File: src/rtl/shift_reg_arb.sv
// Round-robin controller for a DEPTH-stage serial delay line: serializes the
// winner's 4-bit word MSB-first, drains the line, and checks the echoed word.
module shift_reg_arb #(
  parameter int DEPTH = 4
) (
  input  logic       clk,
  input  logic       clr,
  input  logic       req0,
  input  logic       req1,
  input  logic [3:0] data0,
  input  logic [3:0] data1,
  output logic       gnt0,
  output logic       gnt1,
  output logic       done0,
  output logic       done1,
  output logic       sr_in,
  input  logic       sr_out,
  output logic [3:0] rx_data,
  output logic       err,
  output logic       busy,
  output logic       owner
);

  localparam int KW = $clog2(DEPTH + 4);
  localparam logic [KW-1:0] K_SEND_LAST = KW'(3);
  localparam logic [KW-1:0] K_CAP_FIRST = KW'(DEPTH);
  localparam logic [KW-1:0] K_LAST      = KW'(DEPTH + 3);

  typedef enum logic [1:0] {IDLE, SEND, DRAIN, DONE} state_t;

  state_t        state_q, state_d;
  logic [KW-1:0] k_q, k_d, k_nxt;
  logic [3:0]    tx_q, tx_d;
  logic [3:0]    rx_sh_q, rx_sh_d;
  logic [3:0]    rx_q, rx_d;
  logic [3:0]    rx_shift, win_word;
  logic          ptr_q, ptr_d;
  logic          owner_q, owner_d;
  logic          err_q, err_d;
  logic          busy_q, busy_d;
  logic          sr_in_q, sr_in_d;
  logic          gnt0_q, gnt0_d, gnt1_q, gnt1_d;
  logic          done0_q, done0_d, done1_q, done1_d;
  logic          winner, capture;

  function automatic logic word_bit(input logic [3:0] w, input logic [KW-1:0] k);
    logic [3:0] sh;
    sh = w << k;
    return sh[3];
  endfunction

  // ptr_q names the requester that wins a tie; it always points away from the last one served.
  assign winner   = (req0 & req1) ? ptr_q : req1;
  assign win_word = winner ? data1 : data0;
  assign k_nxt    = k_q + KW'(1);
  assign rx_shift = {rx_sh_q[2:0], sr_out};
  assign capture  = ((state_q == SEND) || (state_q == DRAIN)) && (k_q >= K_CAP_FIRST);

  always_comb begin
    state_d = state_q;
    k_d     = k_q;
    tx_d    = tx_q;
    rx_sh_d = rx_sh_q;
    rx_d    = rx_q;
    err_d   = err_q;
    ptr_d   = ptr_q;
    owner_d = owner_q;
    sr_in_d = 1'b0;
    gnt0_d  = 1'b0;
    gnt1_d  = 1'b0;
    done0_d = 1'b0;
    done1_d = 1'b0;

    if (capture) rx_sh_d = rx_shift;

    case (state_q)
      IDLE: begin
        if (req0 | req1) begin
          state_d = SEND;
          k_d     = '0;
          tx_d    = win_word;
          owner_d = winner;
          ptr_d   = ~winner;
          gnt0_d  = ~winner;
          gnt1_d  = winner;
          sr_in_d = win_word[3];
        end
      end
      SEND: begin
        k_d = k_nxt;
        if (k_q == K_SEND_LAST) state_d = DRAIN;
        else                    sr_in_d = word_bit(tx_q, k_nxt);
      end
      DRAIN: begin
        k_d = k_nxt;
        if (k_q == K_LAST) begin
          // The last captured bit is still in flight, so compare against the shifted value.
          state_d = DONE;
          k_d     = '0;
          rx_d    = rx_shift;
          err_d   = (rx_shift != tx_q);
          done0_d = ~owner_q;
          done1_d = owner_q;
        end
      end
      DONE: state_d = IDLE;
      default: state_d = IDLE;
    endcase

    busy_d = (state_d != IDLE);
  end

  always_ff @(posedge clk or negedge clr) begin
    if (!clr) begin
      state_q <= IDLE;
      k_q     <= '0;
      tx_q    <= '0;
      rx_sh_q <= '0;
      rx_q    <= '0;
      err_q   <= 1'b0;
      ptr_q   <= 1'b0;
      owner_q <= 1'b0;
      busy_q  <= 1'b0;
      sr_in_q <= 1'b0;
      gnt0_q  <= 1'b0;
      gnt1_q  <= 1'b0;
      done0_q <= 1'b0;
      done1_q <= 1'b0;
    end else begin
      state_q <= state_d;
      k_q     <= k_d;
      tx_q    <= tx_d;
      rx_sh_q <= rx_sh_d;
      rx_q    <= rx_d;
      err_q   <= err_d;
      ptr_q   <= ptr_d;
      owner_q <= owner_d;
      busy_q  <= busy_d;
      sr_in_q <= sr_in_d;
      gnt0_q  <= gnt0_d;
      gnt1_q  <= gnt1_d;
      done0_q <= done0_d;
      done1_q <= done1_d;
    end
  end

  assign gnt0    = gnt0_q;
  assign gnt1    = gnt1_q;
  assign done0   = done0_q;
  assign done1   = done1_q;
  assign sr_in   = sr_in_q;
  assign rx_data = rx_q;
  assign err     = err_q;
  assign busy    = busy_q;
  assign owner   = owner_q;

endmodule
File: config.mk
export PLATFORM = sky130hd
export DESIGN_NAME = shift_reg_arb
export DESIGN_NICKNAME = d
export VERILOG_FILES = /design/src/rtl/shift_reg_arb.sv
export SDC_FILE = /design/constraint.sdc
export NUM_CORES = 1
export LEC_CHECK = 0
export ABC_AREA = 1
export BUFFER_PORTS_ARGS = -buffer_cell sky130_fd_sc_hd__buf_2
export CORE_MARGIN = 3
export CORE_UTILIZATION = 45
export DETAILED_ROUTE_END_ITERATION = 8
export GPL_ROUTABILITY_DRIVEN = 0
export PLACE_DENSITY = 0.67
export REMOVE_ABC_BUFFERS = 1
export SKIP_LAST_GASP = 1
export SLEW_MARGIN = 20
export SYNTH_ARGS = -nofsm -noshare
export SYNTH_HDL_FRONTEND = slang
export SYNTH_SLANG_ARGS = --single-unit
File: constraint.sdc
create_clock -name clk -period 3.9 [get_ports clk]
set_input_delay 0.585 -clock clk [delete_from_list [all_inputs] [get_ports clk]]
set_output_delay 0.585 -clock clk [all_outputs]
set_load 0.1 [all_outputs]
### Word level (Yosys, flattened, before mapping)

Cells that the tools add are included.

| word-level totals | value |
|---|---|
| output and inout port bits | 12 |
| flip-flop bits (word level) | 25 |
| bits of input ports | 13 |
| logic and storage cells | 56 |

| cells by class | value |
|---|---|
| equal/unequal tests | 7 |
| bitwise operators | 4 |
| reductions and logical operators | 8 |
| shift-type cells | 1 |
| $lt $le $gt $ge | 1 |
| add/subtract/negate cells | 1 |
| muxes and demuxes | 20 |

Operator list:

| operator | count |
|---|---|
| 2-to-1 mux 1 bit | 11 |
| one-hot mux 3 bit (3 select lines) | 1 |
| one-hot mux 2 bit (4 select lines) | 1 |
| 2-to-1 mux 2 bit | 3 |
| 2-to-1 mux 3 bit | 2 |
| AND reduction 2 bit | 3 |
| equality test 2 bit (second input constant) | 2 |
| 2-to-1 mux 4 bit | 1 |
| != test 4 bit | 1 |
| << shifter 4 x 3 -> 4 bit | 1 |
| adder 3 x 1 -> 3 bit (second input constant) | 1 |
| equality test 3 x 2 -> 1 bit (second input constant) | 1 |
| equality test 3 bit (second input constant) | 1 |
| greater-or-equal comparator 3 bit (second input constant) | 1 |
| nonzero test 3 bit | 1 |
| equality test 2 x 1 -> 1 bit (second input constant) | 1 |
| logical NOT 2 bit | 1 |
| != test 2 bit (second input constant) | 1 |
| NOT 1 bit | 2 |
| one-hot mux 1 bit (2 select lines) | 1 |
| nonzero test 2 bit | 1 |
| bitwise AND 1 bit | 1 |
| logical AND 1 bit | 1 |
| logical OR 1 bit | 1 |
| bitwise OR 1 bit | 1 |

### Depth between registers and ports, before layout

| logic depth | value |
|---|---|
| depth in word-level cells | 5 |
| mapped depth | 7 |

### Least setup slack after synthesis

OpenSTA, ideal clock, no wires.

| timing path | value |
|---|---|
| path kind | reg-to-output |
| from | register owner_q (netlist: owner) |
| to | output port owner |
| stages on the path, launching flop included | 1 |
| arrival time | 912 ps |
| required time | 3315 ps |
| buffers on the path | 0 |
| setup slack | 2403 ps |
| cells stage by stage | dfrtp_1 |

RTL lines:

| item | line | text |
|---|---|---|
| from (decl) | 38 | `logic owner_q, owner_d;` |
| from (signal assigned) | 137 | `owner_q <= owner_d;` |
| to (decl) | 21 | `output logic owner` |

No word-level cell between the ends.

### Final worst setup path

| timing path | value |
|---|---|
| from | register owner_q (netlist: owner) |
| to | output port owner |

No word-level cell between the ends.

==> summary.md <==
| Metric | Value |
|---|---|
| Worst-path cell chain | buf_2 |
| Top FF cell, synth | dfrtp_1 |
| RSZ-0062 raised after global routing | no |
| First-pass GRT wire length | 4580 µm |
| Final Cycle Share | 44.8% |
| Crit Path Max Fanout | 3 |
| CP top delay family | buffers and inverters |
| Yosys top cell area share | 49.7% |
| Layout cells sized above 1 | 18.3% |
| H-tree depth | 1 |
| Power Internal | 528 µW |
| Clock Root Buffer | clkbuf_4 |
| Final Max Slew Viols | 0 |
| Routed Antenna Nets | 0 |
| FFs w/ async S/R, synth | 100% |
| Vias/cell | 4.70 |
| Core area | 2570 µm² |
| Buf/Inv on CP | 1 |
| Reg clk slew, reported paths | 140 ps |
| Die extent in x | 58.9 µm |
| IO buf count | 24 |
| Routed length per instance | 11.4 µm |
| Crit path largest cell delay | 440 ps |
| Worst VDD drop | 0.000489 V |
| Number of setup buffers added after CTS | 0 |
| Full die area | 3470 µm² |
| WP data required | 3310 ps |
| Sequential share of the synthesized area | 49.7% |
| Clock sinks | 25 |
| Gate power share | 51.7% |
| Ports | 25 |
| Critical path data arrival time | 1160 ps |
| Slew HR | 62.1% |
| Initial antenna violation count | 0 |
| Mapped Cells | 164 |
| Row cnt | 18 |
| Grt ovf | 0 |
| Slowest cell on the critical path | buf_2 |
| Ant. Diodes | 0 |
| Leakage power | 0.858 nW |
| Hold_buf cts | 0 |
| Count leader, synth | nand2_1 |
| Fin Clk Skew | 4.53 ps |
| EDFF count, synth | 0 |
| Hold slack | 232 ps |
| Register share of total power | 37.3% |
| Area growth syn-to-layout | 14.2% |
| HP Class | in2async |
| Hold Fails Final Rpt | 0 |
| Sw Share | 51.3% |
| Vias in the first global route | 1078 |
| Clk pwr share | 11.1% |
| Via count | 1039 |
| All-Layer GR Usage | 17.4% |
| Pwr Density | 754 nW/µm² |
| Net Switching | 557 µW |
| Yosys warns | 0 |
| Detailed-router iteration count before antenna repair | 4 |
| Syn Std Cell Area | 1260 µm² |
| Placed wire-length estimate | 1910 µm |
| Final Critical Period | 1750 ps |
| Most frequent cells after synthesis | nand2_1, inv_1, dfrtp_1 |
| Drt total wl | 2520 µm |
| Fillers | 259 |
| Initial Util | 49.1% |
| Distinct cells, synth | 17 |
| CTS tree | built |
| Synthesized flop and latch total | 25 |
| Final setup TNS | 0 ps |
| Element type at the critical path end | primary output |
| FMAX | 572 MHz |
| # resized after CTS | 0 |
| Synth area leaders | dfrtp_1, nand2_1, inv_1 |
| Status | finished clean |
| Final setup viols | 0 |
| Max cap viols | 0 |
| Pin count of the biggest net entering global routing | 26 |
| Crit path kind | reg2out |
| Drt first-iter violations | 35 |
| Synthesized area per cell | 7.68 µm² |
| CTS Buf Count | 3 |
| DR DRC count | 0 |
| Max clock buf depth | 2 |
| Worst-margin pin slew | 568 ps |
| Cell accounting for the most synthesized area | dfrtp_1 |
| CP startpoint kind | flip-flop |
| Worst-Skew Late Latency | 320 ps |
| Nets | 211 |
| DIE HEIGHT | 58.9 µm |
==> cell usage in the layout (no fill, tap or decap), types with 3 or more instances in the layout <==
cell type	netlist	final
nand2_1	58	58
inv_1	30	30
dfrtp_1	25	25
buf_2	1	24
o21ai_0	15	15
nor2_1	10	10
nand3_1	6	6
ha_1	6	6
inv_2	3	3
clkbuf_4	0	3
==> power groups by stage <==
stage                     clock (mW)  combinational (mW)  sequential, mW
after global routing           0.133               0.627           0.414
after detailed placement           0               0.559           0.410
after CTS                      0.125               0.563           0.404
after floorplan                    0               0.283           0.572
after global placement             0               0.551           0.405
final                          0.120               0.561           0.405
==> routing by layer <==
layer	share of wire (%)	track usage, %	wire length, µm
met1	48	21.6	1210
met2	47	28.4	1180
met3	4.0	3.07	102
met4	1.3	9.39	32
met5	0	0	0
==> sequential cells by signal, summed over array words and instances (netlist names), 2 cells and up <==
| name | flops |
|---|---|
| rx_data | 4 |
| state_q | 2 |
| k_q | 3 |
| rx_sh_q | 3 |
| tx_q | 4 |
==> logic make-up (layout without fill, tap and decap cells) <==
| group | count (synthesis) | after routing | synth area share [%] |
|---|---|---|---|
| AOI/OAI and AO/OA | 21 | 21 | 9.24 |
| buffers and inverters | 34 | 61 | 10.2 |
| and+or+nand+nor | 78 | 78 | 24.9 |
| adders and majority gates | 6 | 6 | 5.96 |
| DFF | 25 | 25 | 49.7 |
==> cell type report <==
type / count / area [µm²] / share of cell area, %
flip-flops and latches: 25 / 626 / 43.5
multi-input cells: 105 / 505 / 35.1
inverters: 33 / 124 / 8.61
repair buffers: 24 / 120 / 8.35
well taps: 30 / 37.5 / 2.61
clock buffers: 4 / 26.3 / 1.83
==> through the flow <==
step | setup WS [ps] | utilization, % | total power [mW] | std cells | cell area, µm²
CTS | 2140 | 56.0 | 1.09 | 221 | 1440
floorplan | 2400 | - | 0.855 | 163 | 1250
global route | 2100 | 56.0 | 1.17 | 221 | 1440
detailed placement | 2330 | 55.0 | 0.969 | 217 | 1410
finish | 2150 | 56.0 | 1.09 | 221 | 1440
global placement | 2370 | 55.0 | 0.955 | 217 | 1410
==> final timing paths <==
path                         from  endpoint  slack [ps]  cells past startpoint
hold reg to reg             owner     done0         480                      1
max in group asynchronous     clr      gnt0        3300                      1
setup / recovery            owner     owner        2150                      1
min in group clk            owner     done0         480                      1
setup reg to reg           k_q[0]      busy        2300                      6
hold / removal                clr     sr_in         230                      1
(Power assumes the default switching activity.)
